<file path="config.mk">
export PLATFORM = sky130hd
export DESIGN_NAME = apb_rr_master_flat
export DESIGN_NICKNAME = d
export VERILOG_FILES = /design/src/rtl/apb_rr_master_if.sv /design/src/rtl/apb_rr_master.sv /design/src/flat_wrapper.sv
export SDC_FILE = /design/constraint.sdc
export NUM_CORES = 1
export LEC_CHECK = 0
export CELL_PAD_IN_SITES_DETAIL_PLACEMENT = 1
export CELL_PAD_IN_SITES_GLOBAL_PLACEMENT = 2
export CORE_AREA = 3 3 111 113
export CTS_CLUSTER_DIAMETER = 120
export DETAILED_ROUTE_END_ITERATION = 10
export DIE_AREA = 0 0 114 116
export PLACE_DENSITY_LB_ADDON = 0.1
export SETUP_SLACK_MARGIN = 0.02
export SLEW_MARGIN = 20
export SYNTH_ARGS = -nofsm -noshare
export SYNTH_HDL_FRONTEND = slang
export SYNTH_SLANG_ARGS = --single-unit
</file>
<file path="constraint.sdc">
create_clock -name pclk -period 3.3 [get_ports pclk]
set_input_delay 0.66 -clock pclk [delete_from_list [all_inputs] [get_ports pclk]]
set_output_delay 0.66 -clock pclk [all_outputs]
set_load 0.01 [all_outputs]
</file>
<file path="src/rtl/apb_rr_master_if.sv">
// ============================================================================
// Module   : apb_rr_master_if
// Purpose  : Requester command/response channels plus the APB bus of the
//            two-requester round-robin APB master.
// Revision : 1.0 - initial release
// ============================================================================
`default_nettype none

interface apb_rr_master_if #(
  parameter int ADDR_W = 32,
  parameter int DATA_W = 8
);
  logic [1:0]          req_valid;
  logic [1:0]          req_ready;
  logic [2*ADDR_W-1:0] req_addr;
  logic [1:0]          req_write;
  logic [2*DATA_W-1:0] req_wdata;
  logic [1:0]          rsp_valid;
  logic [DATA_W-1:0]   rsp_rdata;
  logic                rsp_err;
  logic                psel;
  logic                penable;
  logic [ADDR_W-1:0]   paddr;
  logic                pwrite;
  logic [DATA_W-1:0]   pwdata;
  logic [DATA_W-1:0]   prdata;
  logic                pready;
  logic                pslverr;

  modport master (
    input  req_valid, req_addr, req_write, req_wdata, prdata, pready, pslverr,
    output req_ready, rsp_valid, rsp_rdata, rsp_err,
           psel, penable, paddr, pwrite, pwdata
  );

  modport slave (
    output req_valid, req_addr, req_write, req_wdata, prdata, pready, pslverr,
    input  req_ready, rsp_valid, rsp_rdata, rsp_err,
           psel, penable, paddr, pwrite, pwdata
  );
endinterface

`default_nettype wire

</file>
<file path="src/rtl/apb_rr_master.sv">
// ============================================================================
// Module   : apb_rr_master
// Purpose  : Shares one APB slave between two requesters with round-robin
//            arbitration and routes each result back to its owner.
//            Optional: define APB_TIMEOUT_EN to abort stalled ACCESS phases.
// Revision : 1.0 - initial release
// ============================================================================
`default_nettype none

module apb_rr_master #(
  parameter int ADDR_W         = 32,
  parameter int DATA_W         = 8,
  parameter int TIMEOUT_CYCLES = 16
) (
  input  logic            pclk,
  input  logic            preset,
  apb_rr_master_if.master bus
);

  typedef enum logic [1:0] {
    S_IDLE   = 2'd0,
    S_SETUP  = 2'd1,
    S_ACCESS = 2'd2
  } state_t;

  state_t              r_state;
  state_t              w_state_nxt;
  logic                r_rr_ptr;
  logic                r_owner;
  logic [ADDR_W-1:0]   r_paddr;
  logic                r_pwrite;
  logic [DATA_W-1:0]   r_pwdata;
  logic [1:0]          r_rsp_valid;
  logic [DATA_W-1:0]   r_rsp_rdata;
  logic                r_rsp_err;
  logic                w_winner;
  logic                w_accept;
  logic                w_done;
  logic                w_abort;
  logic [1:0]          w_req_ready;

  // A lone requester always wins; the pointer only breaks ties.
  always_comb begin
    w_winner = bus.req_valid[1];
    if (bus.req_valid == 2'b11) begin
      w_winner = r_rr_ptr;
    end
  end

`ifdef APB_TIMEOUT_EN
  localparam int c_TO_W = ($clog2(TIMEOUT_CYCLES + 1) > 8) ? $clog2(TIMEOUT_CYCLES + 1) : 8;
  localparam logic [c_TO_W-1:0] c_TO_LAST = c_TO_W'(TIMEOUT_CYCLES - 1);

  logic [c_TO_W-1:0] r_to_cnt;

  always_ff @(posedge pclk or posedge preset) begin
    if (preset) begin
      r_to_cnt <= '0;
    end else if (r_state == S_SETUP) begin
      r_to_cnt <= '0;
    end else if ((r_state == S_ACCESS) && !bus.pready) begin
      r_to_cnt <= r_to_cnt + 1'b1;
    end
  end

  // Abort on the wait cycle that would be the limit-th one; pready still wins.
  assign w_abort = (r_state == S_ACCESS) && !bus.pready && (r_to_cnt == c_TO_LAST);
`else
  logic w_unused_timeout;
  assign w_unused_timeout = (TIMEOUT_CYCLES != 0);
  assign w_abort          = 1'b0;
`endif

  always_ff @(posedge pclk or posedge preset) begin
    if (preset) begin
      r_state <= S_IDLE;
    end else begin
      r_state <= w_state_nxt;
    end
  end

  always_comb begin
    w_state_nxt = r_state;
    w_req_ready = 2'b00;
    w_accept    = 1'b0;
    w_done      = 1'b0;
    case (r_state)
      S_IDLE: begin
        if (|bus.req_valid) begin
          w_accept              = 1'b1;
          w_req_ready[w_winner] = 1'b1;
          w_state_nxt           = S_SETUP;
        end
      end
      S_SETUP: begin
        w_state_nxt = S_ACCESS;
      end
      S_ACCESS: begin
        if (bus.pready) begin
          w_done      = 1'b1;
          w_state_nxt = S_IDLE;
        end else if (w_abort) begin
          w_state_nxt = S_IDLE;
        end
      end
      default: begin
        w_state_nxt = S_IDLE;
      end
    endcase
  end

  always_ff @(posedge pclk or posedge preset) begin
    if (preset) begin
      r_rr_ptr    <= 1'b0;
      r_owner     <= 1'b0;
      r_paddr     <= '0;
      r_pwrite    <= 1'b0;
      r_pwdata    <= '0;
      r_rsp_valid <= 2'b00;
      r_rsp_rdata <= '0;
      r_rsp_err   <= 1'b0;
    end else begin
      r_rsp_valid <= 2'b00;
      if (w_accept) begin
        r_owner  <= w_winner;
        r_rr_ptr <= ~w_winner;
        r_paddr  <= w_winner ? bus.req_addr[2*ADDR_W-1:ADDR_W] : bus.req_addr[ADDR_W-1:0];
        r_pwrite <= bus.req_write[w_winner];
        if (bus.req_write[w_winner]) begin
          r_pwdata <= w_winner ? bus.req_wdata[2*DATA_W-1:DATA_W] : bus.req_wdata[DATA_W-1:0];
        end else begin
          r_pwdata <= '0;
        end
      end
      if (w_done || w_abort) begin
        r_rsp_valid[r_owner] <= 1'b1;
        r_rsp_err            <= w_done ? bus.pslverr : 1'b1;
        r_rsp_rdata          <= (w_done && !r_pwrite && !bus.pslverr) ? bus.prdata : '0;
      end
    end
  end

  assign bus.req_ready = w_req_ready;
  assign bus.psel      = (r_state != S_IDLE);
  assign bus.penable   = (r_state == S_ACCESS);
  assign bus.paddr     = r_paddr;
  assign bus.pwrite    = r_pwrite;
  assign bus.pwdata    = r_pwdata;
  assign bus.rsp_valid = r_rsp_valid;
  assign bus.rsp_rdata = r_rsp_rdata;
  assign bus.rsp_err   = r_rsp_err;

endmodule

`default_nettype wire

</file>
<file path="src/flat_wrapper.sv">
// flat-port wrapper written by rule: the top's interface ports become plain ports
module apb_rr_master_flat 
#(
  parameter int ADDR_W         = 32,
  parameter int DATA_W         = 8,
  parameter int TIMEOUT_CYCLES = 16
)
  (pclk, preset, bus_req_valid, bus_req_addr, bus_req_write, bus_req_wdata, bus_prdata, bus_pready, bus_pslverr, bus_req_ready, bus_rsp_valid, bus_rsp_rdata, bus_rsp_err, bus_psel, bus_penable, bus_paddr, bus_pwrite, bus_pwdata);
  apb_rr_master_if #(.ADDR_W(ADDR_W), .DATA_W(DATA_W)) bus_i ();
  input  logic pclk;
  input  logic preset;
  input wire logic [$bits(bus_i.req_valid)-1:0] bus_req_valid;
  input wire logic [$bits(bus_i.req_addr)-1:0] bus_req_addr;
  input wire logic [$bits(bus_i.req_write)-1:0] bus_req_write;
  input wire logic [$bits(bus_i.req_wdata)-1:0] bus_req_wdata;
  input wire logic [$bits(bus_i.prdata)-1:0] bus_prdata;
  input wire logic [$bits(bus_i.pready)-1:0] bus_pready;
  input wire logic [$bits(bus_i.pslverr)-1:0] bus_pslverr;
  output wire logic [$bits(bus_i.req_ready)-1:0] bus_req_ready;
  output wire logic [$bits(bus_i.rsp_valid)-1:0] bus_rsp_valid;
  output wire logic [$bits(bus_i.rsp_rdata)-1:0] bus_rsp_rdata;
  output wire logic [$bits(bus_i.rsp_err)-1:0] bus_rsp_err;
  output wire logic [$bits(bus_i.psel)-1:0] bus_psel;
  output wire logic [$bits(bus_i.penable)-1:0] bus_penable;
  output wire logic [$bits(bus_i.paddr)-1:0] bus_paddr;
  output wire logic [$bits(bus_i.pwrite)-1:0] bus_pwrite;
  output wire logic [$bits(bus_i.pwdata)-1:0] bus_pwdata;
  assign bus_i.req_valid = bus_req_valid;
  assign bus_i.req_addr = bus_req_addr;
  assign bus_i.req_write = bus_req_write;
  assign bus_i.req_wdata = bus_req_wdata;
  assign bus_i.prdata = bus_prdata;
  assign bus_i.pready = bus_pready;
  assign bus_i.pslverr = bus_pslverr;
  assign bus_req_ready = bus_i.req_ready;
  assign bus_rsp_valid = bus_i.rsp_valid;
  assign bus_rsp_rdata = bus_i.rsp_rdata;
  assign bus_rsp_err = bus_i.rsp_err;
  assign bus_psel = bus_i.psel;
  assign bus_penable = bus_i.penable;
  assign bus_paddr = bus_i.paddr;
  assign bus_pwrite = bus_i.pwrite;
  assign bus_pwdata = bus_i.pwdata;
  apb_rr_master #(.ADDR_W(ADDR_W), .DATA_W(DATA_W), .TIMEOUT_CYCLES(TIMEOUT_CYCLES)) u_core (.pclk(pclk), .preset(preset), .bus(bus_i));
endmodule
</file>
# Word-level counts from Yosys, hierarchy flattened
# Index checks and enable logic that the tools add are counted.
dict set report op_classes {
  magnitude_cmp 4
  n_eq_ne 5
  bitwise_logic 1
  n_reduce_logical 10
  n_mux 21
}
# operator n
set op_table {}
lappend op_table {{$mux 32} 1}
lappend op_table {{$mux 8} 3}
lappend op_table {{$mux 2} 5}
lappend op_table {{$mux 1} 9}
lappend op_table {{$pmux 2 s3} 1}
lappend op_table {{$eq 2x2->1 const B} 2}
lappend op_table {{$logic_and 1x1->1} 4}
lappend op_table {{$lt 1x2->1 const B} 2}
lappend op_table {{$demux 1 s1} 2}
lappend op_table {{$eq 2x1->1 const B} 1}
lappend op_table {{$ge 1x1->1 const B} 2}
lappend op_table {{$logic_not 1->1} 2}
lappend op_table {{$logic_not 2->1} 1}
lappend op_table {{$ne 2x1->1 const B} 1}
lappend op_table {{$ne 2x2->1 const B} 1}
lappend op_table {{$reduce_and 2->1} 1}
lappend op_table {{$reduce_bool 2->1} 1}
lappend op_table {{$reduce_or 2->1} 1}
lappend op_table {{$not 1->1} 1}
dict set report word_totals {
  regBits 56
  inputBits 96
  elab_cells 50
  out_inout_bits 56
}

# Logic depth before layout (Yosys ltp)
# Gate-level depths: netlist (run 1).
dict set report depth {
  word_depth 8
  mapped_depth 6
  mapped_depth_nobuf 4
}

# Worst setup path before layout (run 1)
# OpenSTA, ideal clock, no wires.
dict set report synth_timing {
  path_type {input to output}
  startpoint {in bus_req_valid[0]}
  endpoint {out bus_req_ready[0]}
  arrival_time_ns 1.273
  setup_slack_ns 1.367
  t_required_ns 2.640
  stages 4
  n_path_buf 2
  cell_sequence {o21ai_2 -> buf_4 -> buf_2 -> a21oi_1}
}
dict set report synth_between {
  elab_chain_len 8
  elab_cells_between_ends 10
  classes_between {2 x order compare; 1 x eq/ne; 5 x mux; 2 x reduce/logical}
}
# item line_no
set synth_lines {}
lappend synth_lines {{from (decl)} flat_wrapper.sv:12} ;# input wire logic [$bits(bus_i.req_valid)-1:0] bus_req_valid;
lappend synth_lines {{$eq 2x2->1} apb_rr_master.sv:45} ;# if (bus.req_valid == 2'b11) begin
lappend synth_lines {{$mux 1} apb_rr_master.sv:45}
lappend synth_lines {{$lt 1x2->1 (not written as such) / $ge 1x1->1 (equally long branches)} apb_rr_master.sv:91} ;# w_req_ready[w_winner] = 1'b1;
lappend synth_lines {{$logic_and 1x1->1 (not written as such)} apb_rr_master.sv:91}
lappend synth_lines {{$mux 1 (not written as such)} apb_rr_master.sv:91}
lappend synth_lines {{$demux 1 s1} --}
lappend synth_lines {{$mux 2 (*)} apb_rr_master.sv:89} ;# if (|bus.req_valid) begin
lappend synth_lines {{$mux 2 (*)} apb_rr_master.sv:87} ;# case (r_state)
lappend synth_lines {{to (decl)} flat_wrapper.sv:19} ;# output wire logic [$bits(bus_i.req_ready)-1:0] bus_req_ready;
# Every way passes the cells marked *; elsewhere a longest branch is shown, timed or not.

# Worst setup path in the final report (run 1)
dict set report layout_timing {
  startpoint {in bus_req_valid[0]}
  endpoint {out bus_req_ready[1]}
}
# Same word-level chain as after synthesis.

==> results of run 1 <==
==> logic make-up (layout without fill, tap and decap cells) <==
logic type	count (synthesis)	count (layout)	synth area share, %
flops	56	56	53.9
mux	35	35	13.5
simple gates	77	77	12.8
buf+inv	20	167	5.25
compound gates	71	71	14.5
==> area by class of cell <==
class	instances	share of cell area (%)
clock buffers	5	2.87
clock inverters	3	0.546
inverters	3	0.258
multi-input cells	183	24.5
flip-flops and latches	56	32.2
well taps	143	4.11
repair buffers	156	35.5
==> power groups by stage <==
stage	Clock (µW)	Sequential [µW]	Combinational, µW
finish	533	1150	1590
global route	594	1190	1750
CTS	565	1150	1630
detailed placement	0	1160	1630
global placement	0	1150	1610
floorplan	0	1280	645
==> cell usage in the layout (no fill, tap or decap), types with 3 or more instances in the layout <==
cell,Yosys,final
nand2_1,66,66
inv_2,2,3
a31oi_1,9,9
mux2i_1,34,34
buf_4,1,5
dfrtp_1,56,56
clkdlybuf4s50_1,0,151
o21ai_1,49,49
clkbuf_16,0,5
a21oi_1,10,10
==> cells in the mapped netlist <==
cell | n | area [µm²]
a31oi_1 | 9 | 56.3
and3_1 | 1 | 6.26
nor2_4 | 1 | 11.3
nor2_1 | 2 | 7.51
nor2b_2 | 1 | 8.76
buf_4 | 1 | 7.51
buf_6 | 2 | 22.5
nand2_2 | 2 | 12.5
buf_8 | 3 | 45.0
a21oi_1 | 10 | 50.1
mux2i_1 | 34 | 340
o21ai_2 | 1 | 8.76
mux2_1 | 1 | 11.3
nand2b_1 | 2 | 12.5
inv_1 | 1 | 3.75
clkbuf_1 | 4 | 15.0
o21ai_1 | 49 | 245
a22o_1 | 1 | 8.76
a21o_1 | 1 | 7.51
nor2_2 | 1 | 6.26
nand2_1 | 66 | 248
nand2_8 | 1 | 20.0
buf_2 | 7 | 35.0
inv_2 | 2 | 7.51
dfrtp_1 | 56 | 1400
==> final timing paths <==
check                                            start                           endpoint  slack (ns)
min                         u_core.r_owner$_DFFE_PP0P_  u_core.bus.rsp_valid[0]$_DFF_PP0_        0.46
max                                   bus_req_valid[0]                   bus_req_ready[1]        0.40
min in group asynchronous                       preset    u_core.bus.paddr[4]$_DFFE_PP0P_        0.90
max reg2reg                u_core.r_rr_ptr$_DFFE_PP0P_   u_core.bus.paddr[10]$_DFFE_PP0P_        1.48
min reg2reg                 u_core.r_owner$_DFFE_PP0P_  u_core.bus.rsp_valid[0]$_DFF_PP0_        0.46
max in group asynchronous                       preset   u_core.bus.paddr[20]$_DFFE_PP0P_        1.92
==> critical path, delay by kind of cell <==
| kind | cells | cell delay, ns |
|---|---|---|
| AND/OR/NAND/NOR | 3 | 0.49 |
| buffers and inverters | 2 | 1.09 |
==> per-stage QoR <==
| step | hold slack [ns] | util, % | setup slack [ns] | cells |
|---|---|---|---|---|
| after global routing | 0.479 | 38.2 | 0.306 | 549 |
| final | 0.458 | 38.2 | 0.399 | 549 |
| after floorplan | 0.418 | - | 1.27 | 259 |
| after CTS | 0.454 | 38.2 | 0.369 | 549 |
| after detailed placement | 0.443 | 36.9 | 0.366 | 541 |
| after global placement | 0.438 | 36.9 | 0.403 | 541 |
==> sequential cells by signal, summed over array words and instances (netlist names) <==
name / count
u_core.bus.rsp_valid: 2
u_core.r_owner: 1
u_core.bus.pwdata: 8
u_core.bus.rsp_rdata: 8
u_core.r_rr_ptr: 1
u_core.r_state: 2
u_core.bus.pwrite: 1
u_core.bus.paddr: 32
u_core.bus.rsp_err: 1
==> layer usage <==
layer,GRT usage (%),wire length [µm]
met1,15.5,3460
met2,19.6,3750
met3,3.97,710
met4,2.61,54
met5,0,0
==> key figures, run 1 <==
Run status
  • Status: finished clean

Synth
  • Post-Syn Nets: 355
  • Seq/Total Area, Yosys: 53.9%
  • Mean post-synth cell area: 10.0 µm²
  • Mapped Cells: about 260
  • Netlist Area Pre-Place: 2600 µm²
  • YS warnings: 0
  • Distinct cells, synth: 25
  • Seq cells post-synth: 56

Setup path
  • Kind of critical path: in -> out
  • Critical path required time: 2.64 ns
  • Cells along the critical path: clkdlybuf4s50_1 > nand2b_1 > nand2_8 > nor2_2 > clkdlybuf4s50_1
  • CP endpoint kind: output pin
  • Cell mode on critical path: clkdlybuf4s50_1
  • R2R depth: 5
  • Arr. time, crit path: 2.24 ns
  • Critical-path top delay cell: clkdlybuf4s50_1
  • Worst path max stage delay: between 0.5 and 0.6 ns
  • Critical Path Start Type: input port
  • Critical path fanouts, max: 4

Route
  • Number of remaining DRC errors: 0
  • First DRT Iteration DRCs: 60
  • Vias: 2,354
  • Routed wire per std cell: 14.5 µm
  • Initial DRT Pass Iterations: 4
  • Final ANT Viol Nets: 0
  • Drt total wl: 7970 µm
  • Via/cell ratio: 4.29

Layout
  • Finished Cell Area: 4360 µm²
  • Share of post-route cells with drive strength above 1: 5.67%
  • Area taken by multi-input logic gates: around 1100 µm²
  • N_diodes: 0
  • Register Area: about 1400 µm²
  • Net count, final: 501
  • Area Growth Syn to Fin: 67.7%
  • Final-layout fill cell count: around 1,300

Clocking
  • CTS tree: built
  • # hold bufs at CTS: 0
  • Reg clk slew, reported paths: 0.07 ns
  • Cts repair resizes: 0
  • Root buf cell: clkbuf_16
  • CTS Buf Count: 5
  • Worst skew pair latency: 0.29 ns
  • Clk buf depth: 2
  • CTS H-Tree Depth: 2
  • Setup Buffers After CTS: 0
  • CTS Sinks: 56

Pwr
  • Clk pwr share: about 16%
  • Power Internal: 2100 µW
  • Reg power frac: 35.1%
  • Leak: 0.00189 µW
  • Max VDD drop: between 0.0005 and 0.0006 V
  • Final Power: 3260 µW
  • Combinational power share: 48.6%
  • PwrDens: 749 nW/µm²
  • Switch Pwr: approximately 1200 µW
  • Switch share: ~36%

Worst hold path
  • WHS Path Cells: 1
  • Hold Crit Class: reg -> reg

STA
  • Final Hold Violating Endpoints: 0
  • Final clock skew: around 0.0045 ns
  • Final period util: 87.9%
  • Max-slew headroom: 49.9%
  • Max Clock Freq: 345 MHz
  • RSZ-0062 raised after global routing: false
  • Setup TNS: 0 ns
  • Period minus WS final: just under 3 ns
  • Slew Viols, Final: 0
  • Actual slew at the worst max-slew pin: 0.752 ns
  • Final setup violation count: 0

Global routing
  • Global route overflow: 0
  • First-pass GRT wire length: 12,700 µm
  • Largest net degree at the start of global routing: 77
  • Antenna violations before repair: 0
  • Via count of the first global-routing pass: roughly 2,500
  • Tot GR Track Use: 12.0%

Floorplan
  • Placeable Area: around 11,000 µm²
  • Die ar.: 13,200 µm²
  • Die Y: 116 µm
  • Top-Level Pins: 152
  • Row cnt: 39
  • Die width: 114 µm
  • Initial core utilization: roughly 23%

Flow run
  • Max Cap Violations: 0

Placement
  • Placer's final routability congestion estimate: 0.707
  • Hpwl dp: 5970 µm
  • Port Buf Inserts: about 150
  • Post-DP Area: 4210 µm²
Power figures use the tool's default switching activity.
==> inputs of run 2 (changes only) <==
Settings changed: CORE_AREA 3 3 111 113 to 3 3 88 90, DIE_AREA 0 0 114 116 to 0 0 91 93, DONT_BUFFER_PORTS from default to 1.
==> run 2 against run 1 <==
  * Global-route usage up 2.6 points
  * Register-to-register slack better by 0.24 ns
  * Largest cell class is now flip-flops and latches
  * Wire length down 23%
  * Critical endpoint unchanged
  * Largest power group is now registers
  * Sequential power up 16%
  * Total power down 26%
==> key figures, run 2 (synthesis results as in run 1) <==
Pwr
  • Power Internal: 1400 µW (-33%)
  • Clk pwr share: 15.5% (-0.8 points)
  • Reg power frac: 55.2% (+20 points)
  • Leak: 0.00128 µW (-32%)
  • Combinational power share: 29.4% (-19 points)
  • Switch Pwr: 1020 µW (-13%)
  • PwrDens: 888 nW/µm² (+19%)
  • Switch share: 42.1% (+6.4 points)
  • Max VDD drop: 0.000548 V (-5.2%)

STA
  • Setup ws final: 1.11 ns (+0.706 ns)
  • Hold WS: 0.415 ns (-0.0431 ns)
  • Final clock skew: 0.00361 ns (-0.000894 ns)
  • Final period util: 66.5% (-21 points)
  • Final setup violation count: 0 (unchanged)
  • Actual slew at the worst max-slew pin: 0.908 ns (+0.156 ns)
  • Max Clock Freq: 456 MHz (+32%)
  • Max-slew headroom: 39.4% (-10 points)
  • Period minus WS final: 2.19 ns (-0.706 ns)
  • RSZ-0062 raised after global routing: false
  • Slew Viols, Final: 0 (unchanged)
  • Final Hold Violating Endpoints: 0 (unchanged)
  • Setup TNS: 0 ns (unchanged)

Placement
  • Port Buf Inserts: 0 (-100%)
  • Setup slack at placement: 1.18 ns (+0.810 ns)
  • Hpwl dp: 4480 µm (-25%)
  • Placer's final routability congestion estimate: 0.677 (-4.2%)

Setup path
  • CP endpoint kind: output pin
  • Reg-to-reg slack, setup: 1.72 ns (+0.24 ns)
  • R2R depth: 5 (unchanged)
  • Critical Path Start Type: register
  • Cells along the critical path: nand2b_1 > buf_4 > nand2_8 > nor2_2
  • Worst path max stage delay: 0.39 ns (-0.19 ns)
  • WP buf/inv: 1 (-1)
  • Critical path required time: 2.64 ns (about the same)
  • Cell family with most CP delay: simple AND/OR/NAND/NOR gates
  • Critical Path Stages: 4 (-1)
  • Kind of critical path: reg -> out
  • Critical path fanouts, max: 34 (+30)
  • Critical-path top delay cell: dfrtp_1
  • FF-to-FF End: u_core.bus.paddr[17]$_DFFE_PP0P_
  • Reg2reg start: u_core.r_rr_ptr$_DFFE_PP0P_
  • Arr. time, crit path: 1.53 ns (-0.71 ns)

Layout
  • Most frequent cells in the layout: nand2_1, dfrtp_1, o21ai_1
  • N_diodes: 0 (unchanged)
  • Net count, final: 349 (-30%)
  • Max reg flops: 32 (unchanged)
  • Final-layout fill cell count: 850 (-35%)
  • Share of post-route cells with drive strength above 1: 7.87% (+2.2 points)
  • Commonest non-fill, non-tap cell in the layout: nand2_1
  • Area Growth Syn to Fin: 4.67%

Clocking
  • Cts repair resizes: 0 (unchanged)
  • CTS Sinks: 56 (unchanged)
  • Reg clk slew, reported paths: 0.10 ns (+0.03 ns)
  • CTS Buf Count: 5 (unchanged)
  • # hold bufs at CTS: 0 (unchanged)
  • Worst skew pair latency: 0.30 ns (about the same)
  • CTS tree: built
  • Setup Buffers After CTS: 0 (unchanged)
  • Clk buf depth: 2 (unchanged)
  • CTS H-Tree Depth: 2 (unchanged)
  • Root buf cell: clkbuf_8

Floorplan
  • Die ar.: 8460 µm² (-36%)
  • Top-Level Pins: 152 (unchanged)
  • Initial core utilization: 36.4% (+14 points)
  • Die width: 91 µm (-20%)
  • Die Y: 93 µm (-20%)
  • Placeable Area: 7140 µm² (-37%)
  • Row cnt: 31 (-21%)

Global routing
  • First-pass GRT wire length: 9870 µm (-22%)
  • Global route overflow: 0 (unchanged)
  • Via count of the first global-routing pass: 1,841 (-26%)
  • Tot GR Track Use: 14.6% (+2.6 points)
  • Largest net degree at the start of global routing: 77 (unchanged)
  • Antenna violations before repair: 0 (unchanged)

Route
  • Final ANT Viol Nets: 0 (unchanged)
  • Via/cell ratio: 5.04 (+17%)
  • Routed wire per std cell: 17.3 µm (+19%)
  • Vias: 1,778 (-24%)
  • Initial DRT Pass Iterations: 4 (unchanged)
  • Number of remaining DRC errors: 0 (unchanged)
  • First DRT Iteration DRCs: 47 (-22%)
  • Drt total wl: 6110 µm (-23%)

Run status
  • Status: finished clean

Worst hold path
  • Hold Crit Class: in -> async

Flow run
  • Max Cap Violations: 0 (unchanged)
[run 2: metrics by stage]
step	instance area (µm²)	total power [µW]	util (%)	cells
after floorplan	2600	1920	-	259
after global placement	2640	2070	36.9	345
after detailed placement	2640	2100	36.9	345
after CTS	2720	2480	38.1	353
after global routing	2720	2650	38.1	353
final	2720	2420	38.1	353
[run 2: final cells by class]
class / count / area, µm² / area share [%]
flip-flops and latches: 56 / 1400 / 51.5
multi-input cells: 183 / 1070 / 39.3
well taps: 99 / 124 / 4.55
clock buffers: 7 / 76.3 / 2.81
repair buffers: 4 / 30.0 / 1.10
inverters: 3 / 11.3 / 0.414
clock inverters: 1 / 8.76 / 0.322
[run 2: metal layers]
metal,routed length [µm],track usage (%),vias to the layer above
met4,53,4.15,0
li1,-,-,872
met2,2810,23.2,90
met3,697,6.03,4
met5,0,0,-
met1,2550,18.2,812
[run 2: power groups by stage]
stage / sequential, µW / clock, µW / combinational (µW)
after floorplan: 1280 / 0 / 645
after global placement: 1360 / 0 / 711
after detailed placement: 1360 / 0 / 735
after CTS: 1350 / 392 / 735
after global routing: 1380 / 420 / 847
final: 1330 / 373 / 710
[run 2: worst max-delay path by stage]
stage                                start                              end  slack [ns]
2_1_floorplan                       preset  u_core.bus.paddr[0]$_DFFE_PP0P_        1.27
3_3_place_gp              bus_req_valid[0]                 bus_req_ready[1]        1.20
3_5_place_dp              bus_req_valid[0]                 bus_req_ready[1]        1.18
4_1_cts        u_core.r_rr_ptr$_DFFE_PP0P_                 bus_req_ready[1]        1.07
5_1_grt        u_core.r_rr_ptr$_DFFE_PP0P_                 bus_req_ready[1]        0.93
6_report       u_core.r_rr_ptr$_DFFE_PP0P_                 bus_req_ready[1]        1.11
